File: config.mk
export PLATFORM = sky130hd
export DESIGN_NAME = fetch_prefetch_unit
export DESIGN_NICKNAME = d
export VERILOG_FILES = /design/src/rtl/cpu_pkg.sv /design/src/rtl/fetch_fifo.sv /design/src/rtl/fetch_prefetch_unit.sv
export SDC_FILE = /design/constraint.sdc
export NUM_CORES = 1
export LEC_CHECK = 0
export BUFFER_PORTS_ARGS = -buffer_cell sky130_fd_sc_hd__buf_2
export CAP_MARGIN = 10
export CELL_PAD_IN_SITES_DETAIL_PLACEMENT = 1
export CELL_PAD_IN_SITES_GLOBAL_PLACEMENT = 1
export CORE_ASPECT_RATIO = 1.75
export CORE_MARGIN = 3
export CORE_UTILIZATION = 44
export CTS_CLUSTER_SIZE = 28
export DETAILED_ROUTE_END_ITERATION = 10
export PLACE_DENSITY_LB_ADDON = 0.1
export SYNTH_ARGS = -nofsm -noshare
export SYNTH_HDL_FRONTEND = slang
export SYNTH_HIERARCHICAL = 1
export SYNTH_SLANG_ARGS = --single-unit
File: constraint.sdc
create_clock -name clk -period 3.8 [get_ports clk]
set_clock_uncertainty 0.1 [all_clocks]
set_input_delay 0.76 -clock clk [delete_from_list [all_inputs] [get_ports clk]]
set_output_delay 0.76 -clock clk [all_outputs]
set_load 0.005 [all_outputs]
File: src/rtl/cpu_pkg.sv
// rtl/cpu_pkg.sv - shared fetch-path types and constants
package cpu_pkg;

   localparam logic [31:0] INST_NOP   = 32'h0000_0000;
   localparam int          WORD_BYTES = 4;

   typedef struct packed {
      logic [31:0] pc;
      logic [31:0] inst;
   } fetch_entry_t;

endpackage

File: src/rtl/fetch_fifo.sv
// rtl/fetch_fifo.sv - synchronous FIFO of fetched {pc, inst} pairs
// Flush outranks push and pop; the head is read straight from storage.
module fetch_fifo
   import cpu_pkg::*;
#(
   parameter int DEPTH = 4,
   localparam int PW = $clog2(DEPTH),
   localparam int CW = PW + 1
) (
   input  logic         clk,
   input  logic         reset,
   input  logic         flush,
   input  logic         push,
   input  fetch_entry_t push_data,
   input  logic         pop,
   output fetch_entry_t head,
   output logic [CW-1:0] count,
   output logic         full,
   output logic         empty
);

   fetch_entry_t  mem_q [DEPTH];
   logic [PW-1:0] rd_ptr_q;
   logic [PW-1:0] wr_ptr_q;
   logic [CW-1:0] count_q;
   logic          pop_ok;
   logic          push_ok;

   assign empty   = (count_q == '0);
   assign full    = (count_q == CW'(DEPTH));
   assign pop_ok  = pop && !empty;
   // A push into a full FIFO is only legal when the head leaves in the same cycle.
   assign push_ok = push && (!full || pop_ok);
   assign head    = mem_q[rd_ptr_q];
   assign count   = count_q;

   always_ff @(posedge clk) begin
      if (reset || flush) begin
         rd_ptr_q <= '0;
         wr_ptr_q <= '0;
         count_q  <= '0;
      end else begin
         if (push_ok) begin
            mem_q[wr_ptr_q] <= push_data;
            wr_ptr_q        <= wr_ptr_q + 1'b1;
         end
         if (pop_ok) begin
            rd_ptr_q <= rd_ptr_q + 1'b1;
         end
         count_q <= count_q + CW'(push_ok) - CW'(pop_ok);
      end
   end

endmodule

File: src/rtl/fetch_prefetch_unit.sv
// rtl/fetch_prefetch_unit.sv - credit-based instruction prefetcher feeding IF/ID
// Tracks fetch/response PCs, outstanding requests and stale responses to drop after a redirect.
module fetch_prefetch_unit
   import cpu_pkg::*;
#(
   parameter int                 DEPTH    = 4,
   parameter int                 ADDR_W   = 32,
   parameter logic [ADDR_W-1:0]  RESET_PC = '0
) (
   input  logic              clk,
   input  logic              reset,
   output logic              imem_req_valid,
   input  logic              imem_req_ready,
   output logic [ADDR_W-1:0] imem_req_addr,
   input  logic              imem_resp_valid,
   input  logic [31:0]       imem_resp_data,
   input  logic              stall,
   input  logic              redirect,
   input  logic [ADDR_W-1:0] redirect_pc,
   output logic              if_valid,
   output logic [ADDR_W-1:0] if_pc,
   output logic [31:0]       if_inst
);

   localparam int CW = $clog2(DEPTH) + 1;

   logic [ADDR_W-1:0] fetch_pc_q, fetch_pc_d;
   logic [ADDR_W-1:0] resp_pc_q, resp_pc_d;
   logic [CW-1:0]     outstanding_q, outstanding_d;
   logic [CW-1:0]     drop_cnt_q, drop_cnt_d;

   logic [CW-1:0]     fifo_count;
   logic              fifo_full;
   logic              fifo_empty;
   fetch_entry_t      fifo_head;
   fetch_entry_t      push_entry;
   logic [CW:0]       credit_used;
   logic [ADDR_W-1:0] redirect_aligned;
   logic              req_fire;
   logic              resp_ok;
   logic              push;
   logic              pop;

   assign credit_used      = {1'b0, fifo_count} + {1'b0, outstanding_q};
   assign imem_req_valid   = !reset && (credit_used < (CW+1)'(DEPTH)) && !redirect;
   assign imem_req_addr    = fetch_pc_q;
   assign req_fire         = imem_req_valid && imem_req_ready;
   assign redirect_aligned = redirect_pc & ~ADDR_W'(3);

   // Untracked responses (outstanding already zero) are ignored so counters never wrap.
   assign resp_ok    = imem_resp_valid && (outstanding_q != '0);
   assign push       = resp_ok && !redirect && (drop_cnt_q == '0);
   assign pop        = if_valid && !stall && !redirect;
   assign push_entry = '{pc: 32'(resp_pc_q), inst: imem_resp_data};

   always_comb begin
      fetch_pc_d    = fetch_pc_q;
      resp_pc_d     = resp_pc_q;
      drop_cnt_d    = drop_cnt_q;
      outstanding_d = outstanding_q + CW'(req_fire) - CW'(resp_ok);
      if (redirect) begin
         fetch_pc_d = redirect_aligned;
         resp_pc_d  = redirect_aligned;
         drop_cnt_d = outstanding_q - CW'(resp_ok);
      end else begin
         if (req_fire) begin
            fetch_pc_d = fetch_pc_q + ADDR_W'(WORD_BYTES);
         end
         if (resp_ok) begin
            if (drop_cnt_q != '0) begin
               drop_cnt_d = drop_cnt_q - 1'b1;
            end else begin
               resp_pc_d = resp_pc_q + ADDR_W'(WORD_BYTES);
            end
         end
      end
   end

   always_ff @(posedge clk) begin
      if (reset) begin
         fetch_pc_q    <= RESET_PC;
         resp_pc_q     <= RESET_PC;
         outstanding_q <= '0;
         drop_cnt_q    <= '0;
      end else begin
         fetch_pc_q    <= fetch_pc_d;
         resp_pc_q     <= resp_pc_d;
         outstanding_q <= outstanding_d;
         drop_cnt_q    <= drop_cnt_d;
      end
   end

   fetch_fifo #(.DEPTH(DEPTH)) u_fifo (
      .clk       (clk),
      .reset     (reset),
      .flush     (redirect),
      .push      (push),
      .push_data (push_entry),
      .pop       (pop),
      .head      (fifo_head),
      .count     (fifo_count),
      .full      (fifo_full),
      .empty     (fifo_empty)
   );

   assign if_valid = !fifo_empty;
   assign if_pc    = fifo_empty ? '0 : ADDR_W'(fifo_head.pc);
   assign if_inst  = fifo_empty ? INST_NOP : fifo_head.inst;

   a_no_overflow: assert property (@(posedge clk) disable iff (reset)
      !(push && fifo_full && !pop));
   a_no_orphan_resp: assert property (@(posedge clk) disable iff (reset)
      !(imem_resp_valid && outstanding_q == '0));

endmodule

==> results.rst <==
.. list-table::
   :header-rows: 1

   * - Metric
     - Value
   * - Count of distinct cell types in the synthesized netlist
     - 69
   * - Start point of the worst hold path
     - imem_resp_data[2]
   * - CP peak stage delay
     - 0.66 ns
   * - Timing-limited maximum frequency
     - 304.9 MHz
   * - Number of placement rows
     - 86
   * - Number of flops mapped to enable cells by yosys
     - 256
   * - Clock transition at path regs
     - 0.06 ns
   * - Die Width
     - 141.6 µm
   * - Floorplan Core Area
     - 31640 µm²
   * - Period minus WS final
     - 3.279 ns
   * - Largest net degree at the start of global routing
     - 66
   * - Critical path's slowest cell
     - sky130_fd_sc_hd__dfxtp_4
   * - Final Power
     - 7.455 mW
   * - Fraction of power spent switching nets
     - 22.04%
   * - Non-filler cells in the finished layout
     - 1502
   * - Crit path max-delay family
     - flip-flops
   * - CP required
     - 2.94 ns
   * - Number of standard cells after synthesis
     - 914
   * - Critical setup path kind
     - reg2out
   * - Netlist Area Pre-Place
     - 14160 µm²
   * - Maximum fanout encountered on the critical timing path
     - 26
   * - Total buffers and inverters traversed by the critical path
     - 2
   * - Resize count post-CTS
     - 0
   * - Signal arrival time at the worst endpoint
     - 2.42 ns
   * - GRT Total Usage
     - 17.64%
   * - Number of antenna violations at the first check in global routing
     - 0
   * - Depth of the CTS H-tree
     - 1
   * - CTS Buf Count
     - 29
   * - Number of hold-repair buffers added at the cts stage
     - 0
   * - Number of sinks driven by the clock tree
     - 331
   * - Status
     - finished clean
   * - Most Used Layer, Global Route
     - met2
   * - Antenna diodes
     - 0
   * - Clock insertion delay at the later pin of the skew report
     - 0.54 ns
   * - Peak ir drop on the vdd network
     - 0.0003204 V
   * - Critical R2R Launch
     - u_fifo/count[1]$_SDFF_PP0_
   * - Max Buffers Root-to-Sink
     - 3
   * - Critical Path, Cell by Cell
     - buf_12 > mux4_1 > nor2b_1 > buf_2
   * - Setup violation total in the final timing report
     - 0
   * - Post-layout nets
     - 1171
   * - Synthesis-to-layout area growth
     - 15.30%
   * - Number of instances in the placed design
     - 1449
   * - Root buffer selected by CTS
     - sky130_fd_sc_hd__clkbuf_16
   * - Fraction of registers with async set/reset
     - 0%
   * - Number of register bits inferred by synthesis
     - 331
   * - Final Cycle Share
     - 86.30%
   * - Cell-internal power
     - 5.812 mW
   * - Clock power frac
     - 37.7%
   * - Max-cap violations
     - 0
   * - Initial cell density of the core
     - 44.76%
   * - Worst slew pin tran
     - 0.9199 ns
   * - Terminating pin of the worst hold path
     - u_fifo/mem_q[1][2]$_DFFE_PP_
   * - Half-perimeter wire length after placement
     - 19700 µm
   * - Leakage power of the design
     - 5.705 nW
   * - Class of the tightest hold or removal check
     - in2reg
   * - Final Hold Violating Endpoints
     - 0
   * - Remaining DRCs
     - 0
   * - Cells on Worst Hold Path
     - 1
   * - Port Buffer Count
     - 163
   * - Dominant register cell in the synthesized netlist
     - sky130_fd_sc_hd__edfxtp_1
   * - Seq/Total Area, Yosys
     - 64.89%
   * - Number of max-slew violations in the final report
     - 0
   * - RSZ-0062 raised after global routing
     - false
   * - Overall die area
     - 34460 µm²
   * - Critical Path End Type
     - output pin
   * - ANT nets after route
     - 0
   * - I/O pin cnt
     - 168
   * - Via Count
     - 8098
   * - Via count of the first global-routing pass
     - 8830
   * - Reg power frac
     - 55.1%
   * - Critical register-to-register path endpoint
     - u_fifo/mem_q[1][9]$_DFFE_PP_
   * - Total routed wirelength
     - 30550 µm
   * - Critical Path Start Type
     - register
   * - Avg Inst Size Synth
     - 15.49 µm²
   * - Met1 demand-to-capacity share in global routing
     - 21.83%
   * - First-pass GRT wire length
     - 48440 µm
   * - Met3 usage
     - 2.082%
   * - Post-CTS setup repair buffer count
     - 0
   * - Worst rel slew slack
     - 38.58%
   * - Proportion of layout cells with a drive suffix above 1
     - 28.66%
   * - Final Wtd Congestion
     - 0.7495
   * - Die height
     - 243.3 µm
   * - Hold_ws
     - 0.3342 ns
   * - Combinational group share of total power
     - 7.2%
   * - Worst-case register-to-register setup slack
     - 1.12 ns
   * - Worst R2R Path Depth
     - 6
   * - Net Switching
     - 1.643 mW
   * - Power Density
     - 456.6 nW/µm²
   * - Via density per instance
     - 5.391
   * - Detailed-route wire length per cell
     - 20.34 µm
   * - Detailed-routing iteration count for the pre-antenna-repair pass
     - 4
   * - Post-Route Setup TNS
     - 0 ns
   * - Number of violations reported at the end of detailed-routing iteration 0
     - 357
   * - Total gr overflow
     - 0
   * - Met2 routing resource usage after global routing
     - 32.76%
   * - CTS tree
     - built
   * - Syn. warnings
     - 6
## cell usage in the layout, fill, tap and decap left out, drive strengths merged, types with 10 or more instances in the layout
cell type,instances
nor3,25
nand3,20
nor4,10
nand2,35
buf,180
nor2b,67
clkbuf,42
xor2,17
and3,10
dfxtp,75
edfxtp,256
xnor2,36
a21oi,28
inv,43
mux4,64
ha,15
a21boi,33
a211oi,11
nor2,28
conb,10
nand4,23
## Yosys cell counts, drive strengths merged (2+ instances only)
| library cell | count | area (µm²) |
|---|---|---|
| nor2 | 28 | 107.6 |
| o311ai | 3 | 26.28 |
| o31a | 3 | 26.28 |
| clkbuf | 27 | 102.6 |
| nor4b | 2 | 23.77 |
| and2 | 5 | 31.28 |
| nand2 | 35 | 131.4 |
| inv | 41 | 153.9 |
| o211ai | 2 | 15.01 |
| mux4 | 64 | 1456 |
| a21oi | 28 | 140.1 |
| fa | 2 | 40.04 |
| or2 | 2 | 12.52 |
| nor3 | 25 | 161.4 |
| xnor2 | 36 | 315.3 |
| mux2i | 5 | 50.05 |
| and3 | 10 | 62.56 |
| nand3 | 20 | 105.1 |
| and4 | 5 | 46.29 |
| a211oi | 11 | 82.58 |
| o21bai | 2 | 15.01 |
| a31oi | 7 | 43.79 |
| and3b | 2 | 17.52 |
| o21ai | 5 | 25.02 |
| ha | 15 | 187.7 |
| nand4 | 23 | 188.9 |
| nor2b | 67 | 419.2 |
| nand3b | 3 | 35.03 |
| xor2 | 17 | 148.9 |
| edfxtp | 256 | 7687 |
| o32a | 2 | 20.02 |
| nor4 | 10 | 130.1 |
| a41oi | 2 | 17.52 |
| dfxtp | 75 | 1501 |
| a21o | 2 | 15.01 |
| buf | 23 | 234.0 |
| a21boi | 33 | 251.5 |
| or3 | 5 | 41.29 |
| or4 | 3 | 22.52 |
## final cells by class
| cell class | count | area, µm² |
|---|---|---|
| repair buffers | 180 | 1056 |
| well taps | 396 | 495.5 |
| inverters | 41 | 153.9 |
| clock buffers | 42 | 825.8 |
| flip-flops and latches | 331 | 9194 |
| fillers | 3152 | 15310 |
| multi-input cells | 501 | 4526 |
| clock inverters | 11 | 77.57 |
## sequential cells by signal, summed over array words and instances (netlist names), named ones only
name             flops
resp_pc_q           30
u_fifo/count         3
u_fifo/rd_ptr_q      2
u_fifo/mem_q       256
u_fifo/wr_ptr_q      2
imem_req_addr       30
outstanding_q        3
drop_cnt_q           3
## how the worst max path moves through the flow
stage,start,end,slack (ns),depth (start not counted)
6_report,register,if_pc[31],0.52,4
5_1_grt,register,if_pc[31],0.33,4
4_1_cts,register,if_pc[31],0.42,4
3_5_place_dp,redirect,u_fifo/mem_q[3][11]$_DFFE_PP_,0.70,6
3_3_place_gp,redirect,u_fifo/mem_q[3][11]$_DFFE_PP_,0.73,6
2_1_floorplan,redirect,u_fifo/mem_q[0][0]$_DFFE_PP_,0.36,7
## per-stage QoR
step	utilization [%]	instance area [µm²]	setup WS, ns
2_1_floorplan	-	14200	0.3646
3_3_place_gp	48.76	15420	0.7334
3_5_place_dp	48.76	15420	0.7011
4_1_cts	51.61	16330	0.4172
5_1_grt	51.61	16330	0.3282
6_report	51.61	16330	0.5207
## power by group through the flow
stage                     logic [mW]  registers (mW)  clock network, mW
after floorplan                0.350            4.15                  0
after global placement         0.534            4.18                  0
after detailed placement       0.545            4.19                  0
after CTS                      0.550            4.11               2.92
after global routing           0.608            4.12               3.05
final                          0.534            4.11               2.81
## layer usage
metal,wire [µm],part of all wire (%)
met1,12560,41
met2,16280,53
met3,1212,4.0
met4,498,1.6
met5,0,0
## logic make-up (layout without fill, tap and decap cells)
family	after synthesis	in the layout	synth area share (%)
muxes	69	69	10.64
buffers and inverters	91	274	3.463
xor gates and xnor gates	53	53	3.278
and+or+nand+nor	247	247	10.98
DFF	331	331	64.89
AOI/OAI and AO/OA	105	105	5.116
adders and majority gates	17	17	1.608
other	1	10	0.02648
No activity file was read; power rests on OpenSTA's default activity.
